`config.mk`:
```
export PLATFORM = sky130hd
export DESIGN_NAME = password_setter
export DESIGN_NICKNAME = d
export VERILOG_FILES = /design/src/rtl/password_pkg.sv /design/src/rtl/key_encoder.sv /design/src/rtl/password_setter.sv
export SDC_FILE = /design/constraint.sdc
export NUM_CORES = 1
export LEC_CHECK = 0
export CAP_MARGIN = 10
export CELL_PAD_IN_SITES_DETAIL_PLACEMENT = 1
export CELL_PAD_IN_SITES_GLOBAL_PLACEMENT = 1
export CORE_ASPECT_RATIO = 1.4
export CORE_MARGIN = 2
export CORE_UTILIZATION = 42
export CTS_CLUSTER_DIAMETER = 100
export DETAILED_ROUTE_END_ITERATION = 10
export GPL_ROUTABILITY_DRIVEN = 1
export GPL_TIMING_DRIVEN = 1
export PLACE_DENSITY = 0.79
export SLEW_MARGIN = 20
export SYNTH_ARGS = -nofsm -noshare
export SYNTH_HDL_FRONTEND = slang
export SYNTH_SLANG_ARGS = --single-unit
export TNS_END_PERCENT = 30
```
`constraint.sdc`:
```
create_clock -name clk -period 5.5 [get_ports clk]
set_input_delay 1.1 -clock clk [delete_from_list [all_inputs] [get_ports clk]]
set_output_delay 1.1 -clock clk [all_outputs]
set_load 0.005 [all_outputs]
```
`src/rtl/password_pkg.sv`:
```
// password_pkg -- shared types and constants for the password setter.
//   state_e          : FSM state encoding; each value equals its status code
//   STATUS_*         : status word values driven to the display block
//   NUM_DIGITS       : digits in one code entry
//   DEFAULT_CODE_INIT: code loaded at reset (first digit in [15:12])
//   state_to_status  : maps an FSM state onto the 4-bit status word
// Optional feature macro used by the design: PASSWORD_CONFIRM_EN.
package password_pkg;

  typedef enum logic [2:0] {
    S_IDLE     = 3'd0,
    S_ENTER    = 3'd1,
    S_CONFIRM  = 3'd2,
    S_SAVED    = 3'd3,
    S_MISMATCH = 3'd4,
    S_TIMEOUT  = 3'd5
  } state_e;

  localparam logic [3:0] STATUS_IDLE     = 4'd0;
  localparam logic [3:0] STATUS_ENTER    = 4'd1;
  localparam logic [3:0] STATUS_CONFIRM  = 4'd2;
  localparam logic [3:0] STATUS_SAVED    = 4'd3;
  localparam logic [3:0] STATUS_MISMATCH = 4'd4;
  localparam logic [3:0] STATUS_TIMEOUT  = 4'd5;

  localparam int NUM_DIGITS = 4;

  localparam logic [15:0] DEFAULT_CODE_INIT = 16'h1234;

  function automatic logic [3:0] state_to_status(input state_e s);
    logic [3:0] st;
    case (s)
      S_ENTER:    st = STATUS_ENTER;
      S_CONFIRM:  st = STATUS_CONFIRM;
      S_SAVED:    st = STATUS_SAVED;
      S_MISMATCH: st = STATUS_MISMATCH;
      S_TIMEOUT:  st = STATUS_TIMEOUT;
      default:    st = STATUS_IDLE;
    endcase
    return st;
  endfunction

endpackage

```
`src/rtl/key_encoder.sv`:
```
// key_encoder -- turns the 10-bit one-shot key bank into a BCD digit.
//   key_i   [9:0] : one-shot key pulses, bit n is digit n
//   valid_o       : high only when exactly one key bit is set
//   digit_o [3:0] : index of the set bit (meaningful only when valid_o)
module key_encoder (
  input  logic [9:0] key_i,
  output logic       valid_o,
  output logic [3:0] digit_o
);

  // OR-ing the indices of all set bits is only correct for a single set
  // bit, which is exactly the case where valid_o qualifies the digit.
  always_comb begin
    valid_o = $onehot(key_i);
    digit_o = 4'd0;
    for (int i = 0; i < 10; i++) begin
      if (key_i[i]) digit_o = digit_o | 4'(i);
    end
  end

endmodule

```
`src/rtl/password_setter.sv`:
```
// password_setter -- captures a new 4-digit code from one-shot key pulses,
// optionally requires a matching second entry, and commits it to `code`.
//   clk            : 1 kHz divided clock
//   rst            : synchronous active-high reset
//   prog_start     : pulse that starts / restarts programming
//   key_pulse [9:0]: one-shot key pulses, bit n is digit n
//   code     [15:0]: committed password, four BCD nibbles
//   code_valid     : one-cycle pulse when `code` is written
//   status    [3:0]: 0 IDLE,1 ENTER,2 CONFIRM,3 SAVED,4 MISMATCH,5 TIMEOUT
//   digit_cnt [2:0]: digits captured in the current pass
//   busy           : high in ENTER or CONFIRM
// Macro PASSWORD_CONFIRM_EN: when defined, a second matching entry is
// required before committing; otherwise the 4th digit commits directly.
module password_setter
  import password_pkg::*;
#(
  parameter logic [15:0] DEFAULT_CODE   = DEFAULT_CODE_INIT,
  parameter int          TIMEOUT_CYCLES = 5000,
  parameter int          HOLD_CYCLES    = 1000
) (
  input  logic        clk,
  input  logic        rst,
  input  logic        prog_start,
  input  logic [9:0]  key_pulse,
  output logic [15:0] code,
  output logic        code_valid,
  output logic [3:0]  status,
  output logic [2:0]  digit_cnt,
  output logic        busy
);

  localparam int TW = $clog2(TIMEOUT_CYCLES) + 1;
  localparam int HW = $clog2(HOLD_CYCLES) + 1;
  localparam logic [TW-1:0] TIMER_LAST = TW'(TIMEOUT_CYCLES - 1);
  localparam logic [TW-1:0] TIMER_MAX  = TW'(TIMEOUT_CYCLES);
  localparam logic [HW-1:0] HOLD_LAST  = HW'(HOLD_CYCLES - 1);
  localparam logic [HW-1:0] HOLD_MAX   = HW'(HOLD_CYCLES);
  localparam logic [2:0]    LAST_DIGIT = 3'(NUM_DIGITS - 1);

  logic       key_valid;
  logic [3:0] key_digit;

  key_encoder u_key_encoder (
    .key_i   (key_pulse),
    .valid_o (key_valid),
    .digit_o (key_digit)
  );

  state_e        state_q, state_d;
  logic [2:0]    cnt_q, cnt_d;
  // First three digits of the pass in progress; the 4th digit is joined
  // combinationally so a complete code is available on the 4th key edge.
  logic [11:0]   part_q, part_d;
  logic [TW-1:0] timer_q, timer_d;
  logic [HW-1:0] hold_q, hold_d;
  logic [15:0]   code_q, code_d;
  logic          code_valid_q, code_valid_d;
  logic [15:0]   full_code;
`ifdef PASSWORD_CONFIRM_EN
  logic [15:0]   first_q, first_d;   // completed first entry awaiting confirmation
`endif

  always_comb begin
    state_d      = state_q;
    cnt_d        = cnt_q;
    part_d       = part_q;
    timer_d      = timer_q;
    hold_d       = hold_q;
    code_d       = code_q;
    code_valid_d = 1'b0;
`ifdef PASSWORD_CONFIRM_EN
    first_d      = first_q;
`endif
    full_code    = {part_q, key_digit};

    // prog_start outranks everything, including a key in the same cycle.
    if (prog_start) begin
      state_d = S_ENTER;
      cnt_d   = '0;
      part_d  = '0;
      timer_d = '0;
      hold_d  = '0;
`ifdef PASSWORD_CONFIRM_EN
      first_d = '0;
`endif
    end else begin
      case (state_q)
        S_ENTER, S_CONFIRM: begin
          if (key_valid) begin
            timer_d = '0;
            if (cnt_q == LAST_DIGIT) begin
              part_d = '0;
              cnt_d  = 3'(NUM_DIGITS);
              hold_d = '0;
`ifdef PASSWORD_CONFIRM_EN
              if (state_q == S_ENTER) begin
                first_d = full_code;
                cnt_d   = '0;
                state_d = S_CONFIRM;
              end else if (full_code == first_q) begin
                code_d       = full_code;
                code_valid_d = 1'b1;
                first_d      = '0;
                state_d      = S_SAVED;
              end else begin
                first_d = '0;
                state_d = S_MISMATCH;
              end
`else
              code_d       = full_code;
              code_valid_d = 1'b1;
              state_d      = S_SAVED;
`endif
            end else begin
              part_d = {part_q[7:0], key_digit};
              cnt_d  = cnt_q + 3'd1;
            end
          end else if (timer_q == TIMER_LAST) begin
            // This edge makes the timer read TIMEOUT_CYCLES.
            timer_d = TIMER_MAX;
            state_d = S_TIMEOUT;
            part_d  = '0;
            cnt_d   = '0;
            hold_d  = '0;
`ifdef PASSWORD_CONFIRM_EN
            first_d = '0;
`endif
          end else if (timer_q != TIMER_MAX) begin
            timer_d = timer_q + 1'b1;
          end
        end
        S_SAVED, S_MISMATCH, S_TIMEOUT: begin
          if (hold_q == HOLD_LAST) begin
            state_d = S_IDLE;
            hold_d  = '0;
            cnt_d   = '0;
          end else if (hold_q != HOLD_MAX) begin
            hold_d = hold_q + 1'b1;
          end
        end
        default: ;
      endcase
    end
  end

  always_ff @(posedge clk) begin
    if (rst) begin
      state_q      <= S_IDLE;
      cnt_q        <= '0;
      part_q       <= '0;
      timer_q      <= '0;
      hold_q       <= '0;
      code_q       <= DEFAULT_CODE;
      code_valid_q <= 1'b0;
`ifdef PASSWORD_CONFIRM_EN
      first_q      <= '0;
`endif
    end else begin
      state_q      <= state_d;
      cnt_q        <= cnt_d;
      part_q       <= part_d;
      timer_q      <= timer_d;
      hold_q       <= hold_d;
      code_q       <= code_d;
      code_valid_q <= code_valid_d;
`ifdef PASSWORD_CONFIRM_EN
      first_q      <= first_d;
`endif
    end
  end

  assign code       = code_q;
  assign code_valid = code_valid_q;
  assign digit_cnt  = cnt_q;
  assign status     = state_to_status(state_q);
  assign busy       = (state_q == S_ENTER) || (state_q == S_CONFIRM);

endmodule

```
After elaboration in Yosys (flattened, before gate mapping)
Index checks and enable logic that the tools add are counted.
{ "word_totals": {"register_bits": 60, "inputBits": 13, "out_inout_bits": 25, "word_cells": 90} }
{ "classes": {"addsub": 12, "n_eq_ne": 18, "mux": 33, "bitwise_logic": 3, "reduce_logical": 16} }
{ "ops": {"columns": ["op", "count"], "rows": [
  ["$mux 11", 5],
  ["$mux 14", 3],
  ["$mux 12", 3],
  ["$mux 3", 11],
  ["$pmux 11 s2", 1],
  ["$add 4x4->4", 4],
  ["$reduce_and 4->1", 4],
  ["$pmux 3 s5", 1],
  ["$add 14x1->14 const B", 1],
  ["$eq 14x13->1 const B", 1],
  ["$ne 14x13->1 const B", 1],
  ["$ne 3x3->1 const B", 4],
  ["$pmux 3 s2", 2],
  ["$add 11x1->11 const B", 1],
  ["$eq 11x10->1 const B", 1],
  ["$ne 11x10->1 const B", 1],
  ["$add 1x1->2", 5],
  ["$eq 3x2->1 const B", 3],
  ["$mux 4", 2],
  ["$ne 4x4->1 const B", 2],
  ["$eq 3x3->1 const B", 2],
  ["$reduce_bool 3->1", 2],
  ["$eq 4x1->1 const B", 1],
  ["$mux 2", 2],
  ["12 further kinds", 19]
]} }

Longest topological paths before layout
{ "depth": {"ltp_word": 11, "depth_mapped": 16, "mapped_depth_nobuf": 15} }

Hierarchy
A second synthesis with hierarchy kept.
{ "unflattened": {"cells_unflattened": 380, "area_unflattened_um2": 3254.4} }
{ "by_module_without_submodules": {"columns": ["module", "instances", "cells_each", "area_per_inst_um2", "seq_area_each_um2"], "rows": [
  ["password_setter", 1, 349, 2965.3, 1201.2],
  ["key_encoder", 1, 31, 289.0, 0.0]
]} }

Least setup slack after synthesis
OpenSTA, ideal clock, no wires.
{ "synth_path": {"path_type": "input to register", "startpoint": "in key_pulse[0]", "endpoint": "reg cnt_q[2], in the netlist digit_cnt[2]", "setup_time_ps": 71, "t_arrival_ps": 4671, "t_required_ps": 5429, "setup_slack_ps": 759, "path_stages": 15, "n_path_buf": 1, "cell_sequence": "ha_1 > inv_1 > fa_1 > fa_1 > inv_1 > fa_1 > inv_1 > fa_1 > a211o_1 > a211oi_4 > o211ai_1 > and3_1 > buf_6 > or3_1 > a21oi_1"} }
{ "synth_via": {"elab_chain_cells": 7, "word_cells_on_any_way": 9, "classes_between": "add/sub: 4; eq/ne: 2; mux: 2; reduce/logical: 1"} }
{ "synth_rtl": {"columns": ["element", "line", "text"], "rows": [
  ["from (decl)", "password_setter.sv:24", "input logic [9:0] key_pulse,"],
  ["$add 1x1->2 (implied by the code) (*)", "key_encoder.sv:14", "valid_o = $onehot(key_i);"],
  ["$add 4x4->4 (implied by the code) (*) (3 in series)", "key_encoder.sv:14", null],
  ["$eq 4x1->1 (*)", "key_encoder.sv:14", null],
  ["$ne 3x3->1 (no line) or $mux 3 (tied branches)", null, null],
  ["$reduce_and 3->1 (no line) or $pmux 3 s2 (tied branches)", null, null],
  ["to (signal assigned)", "password_setter.sv:160", "cnt_q <= cnt_d;"],
  ["to (decl)", "password_setter.sv:50", "logic [2:0] cnt_q, cnt_d;"]
]} }
Every way passes the cells marked *; elsewhere a longest branch is shown, timed or not.
A chain may end at the register's enable or synchronous reset.

Final worst setup path
{ "layout_path": {"startpoint": "in key_pulse[3]", "endpoint": "reg cnt_q[2], in the netlist digit_cnt[2]"} }
The elaborated chain is that of the path after synthesis.

==> summary.txt <==
Status
  – Status: finished clean

Pwr
  – Seq pwr share: 40.9%
  – Sw Ratio: 31.69%
  – Int Pwr: 741.8 uW
  – VDD IR-drop max: 0.1529 mV
  – Leakage: between 1 and 1.5 nW
  – Clock Power Share: a little under two fifths
  – Combinational share of power: 21.8%
  – P_sw: roughly 340 uW
  – Power per cell area: about 280 nW/um2

Routing
  – Via count: between 2000 and 3000
  – Final ANT Viol Nets: 0
  – Vias/cell: 5.555
  – DRC: 0
  – Drt pass-1 iters: 4
  – Starting DRT DRC Count: 116
  – Per-cell routed wire length: 16.08 um
  – WL final: 8.525 mm

Clock network
  – # hold bufs at CTS: 0
  – Post-CTS Setup Inserts: 0
  – CTS tree: done
  – Max Root-Sink Buffers: 2
  – Clock Latency Late Sink: ~0.36 ns
  – Clock-pin slew on the worst setup and hold paths: 0.07 ns
  – Root Buffer: clkbuf_8
  – H-tree levels: 3
  – Clk sinks: 60
  – Post-CTS resize count: 0
  – TritonCTS buffer count: 9

Die
  – Die area: between 8000 and 9000 um2
  – Chip Width: ~78 um
  – DIE HEIGHT: 107.8 um
  – Initial core utilization: 43.67%
  – IO Pins: 38
  – Core area: 7407 um2
  – Rows: 37

Timing
  – Fmax: around 200 MHz
  – Final setup violation count: 0
  – Max Slew Vio Count: 0
  – Setup_tns: 0 ns
  – Slew margin rel.: 50.08%
  – Actual slew at the worst max-slew pin: roughly 0.75 ns
  – RSZ-0062 raised after global routing: no
  – Clk_skew: 0.01015 ns
  – Minimum clock period after layout: around 5.1 ns
  – Final Hold Viols: 0
  – Crit share post-route: 91.88%

Synthesis
  – Commonest cells post-synth: 60 x dfxtp_1, 49 x nand2_1, 38 x nor2_1, 27 x inv_1, 22 x a21oi_1
  – Area contributors post-synth: dfxtp_1 37%, ha_1 6.2%, nand2_1 5.7%
  – Count leader, synth: dfxtp_1
  – EDFF count, synth: 0
  – Netlist cell types: 57
  – Cells after Synth: 390
  – Sequential element share of the synthesized area: a little under two fifths
  – Synthesized flop and latch total: 60
  – Top-area cell type share of the netlist area: about 37%
  – Synth warnings: 0
  – Fraction of registers with async set/reset: 0%
  – Mapped Nets: 425
  – Post-synth top area cell: dfxtp_1
  – Syn_area_per_cell: 8.293 um2
  – Post-synthesis instance area: about 3200 um2
  – Prevailing post-synth register cell: dfxtp_1

Layout
  – Multi-input gate area: 1841 um2
  – Area grow syn2layout: 20.31%
  – Nets: 463
  – Post-route cell area: approximately 3900 um2
  – Reg area: 1201 um2
  – ANT cells: 0
  – FILL cells: 923
  – Share of layout cells above drive strength 1: approximately 9%

Global route
  – First-pass GRT wire length: 14.55 mm
  – Largest net degree at the start of global routing: 34
  – Vias in the first global route: between 3000 and 4000
  – Gr ovfl total: 0
  – Global Route Usage Sum: 22.06%
  – Initial antenna violation count: 0

Worst hold path
  – Hold crit path type: register to register

Worst setup path
  – CP Class: primary input to register
  – Worst path required time: 5.78 ns
  – CP max FO: 6
  – Crit path DAT: approximately 5.3 ns
  – CP endpoint kind: register
  – Crit start category: primary input

Place
  – Placed cell area: roughly 3700 um2
  – Final weighted congestion in routability-driven placement: 0.8008
  – Hpwl dp: 6.277 mm
  – Buffers on Ports: 36

Run
  – Max_cap viols: 0
-- per-layer routing --
layer  part of all wire, %  GRT usage, %
met4                   1.8         8.647
met2                    54         40.64
met5                     0             0
met3                   3.6         6.292
met1                    41         23.45
-- path summary, 6_finish.rpt --
check                from           end  slack [ns]  depth (start not counted)
max          key_pulse[3]  digit_cnt[2]        0.45                         16
min           timer_q[13]   timer_q[13]        0.47                          1
max reg2reg    timer_q[4]  digit_cnt[2]        2.87                          6
min reg2reg   timer_q[13]   timer_q[13]        0.47                          1
-- power groups by stage --
stage | registers (mW) | logic, mW | clock network, mW
after floorplan | 0.453 | 0.165 | 0
after detailed placement | 0.454 | 0.237 | 0
after CTS | 0.444 | 0.239 | 0.413
after global placement | 0.454 | 0.229 | 0
after global routing | 0.445 | 0.265 | 0.434
final | 0.444 | 0.237 | 0.405
-- area by class of cell --
cell class	instances	area share (%)
clock inverter	7	1.929
inverter	27	2.604
multi-input combinational	285	47.30
timing repair buffer	45	11.00
tap	97	3.119
clock buffer	9	3.183
sequential	60	30.87
-- cell families after synthesis --
| family | Yosys count | synth area share (%) |
|---|---|---|
| flops | 60 | 37.14 |
| xor+xnor | 1 | 0.2708 |
| compound gates | 99 | 20.15 |
| other cells | 1 | 0.1159 |
| mux | 1 | 0.3095 |
| fa+ha+maj | 22 | 9.903 |
| buf+inv | 45 | 5.958 |
| simple gates | 161 | 26.15 |
-- through the flow --
| stage | hold WS, ns | total power, mW | util [%] | worst slack (ns) | instances |
|---|---|---|---|---|---|
| detailed placement | 0.4541 | 0.6911 | 49.85 | 0.07832 | 514 |
| finish | 0.4654 | 1.086 | 52.53 | 0.4467 | 530 |
| floorplan | 0.4197 | 0.6181 | - | 0.7586 | 390 |
| global route | 0.4867 | 1.144 | 52.53 | 0.1832 | 530 |
| global placement | 0.4443 | 0.6830 | 49.85 | 0.2281 | 514 |
| CTS | 0.4685 | 1.095 | 52.53 | 0.4342 | 530 |
-- registers in the layout, indices dropped and copies added, names as in the netlist --
signal / flops
state_q: 3
code_valid: 1
timer_q: 14
digit_cnt: 3
hold_q: 11
part_q: 12
code: 16
-- layout by cell type (no fill, tap or decap), types with 10 or more instances in the layout --
master	Yosys	final
o21ai_0	20	20
inv_1	27	27
nand2_1	49	49
nor2_1	38	38
ha_1	16	16
dfxtp_1	60	60
a22oi_1	11	11
and3_1	10	10
a21oi_1	22	22
clkdlybuf4s50_1	0	36
nand3_1	10	10
-- worst max-delay path: stages --
cell and delay [ns]:
clkdlybuf4s50_1 0.50, inv_1 0.05, ha_1 0.26, inv_1 0.05
fa_1 0.53, fa_1 0.44, inv_1 0.11, fa_1 0.20
inv_1 0.06, fa_1 0.37, a211o_1 0.33, a211oi_4 0.32
o211ai_1 0.19, and3_1 0.31, or3_1 0.37, a21oi_1 0.14
Note: power is estimated with default switching activity, not from simulation.
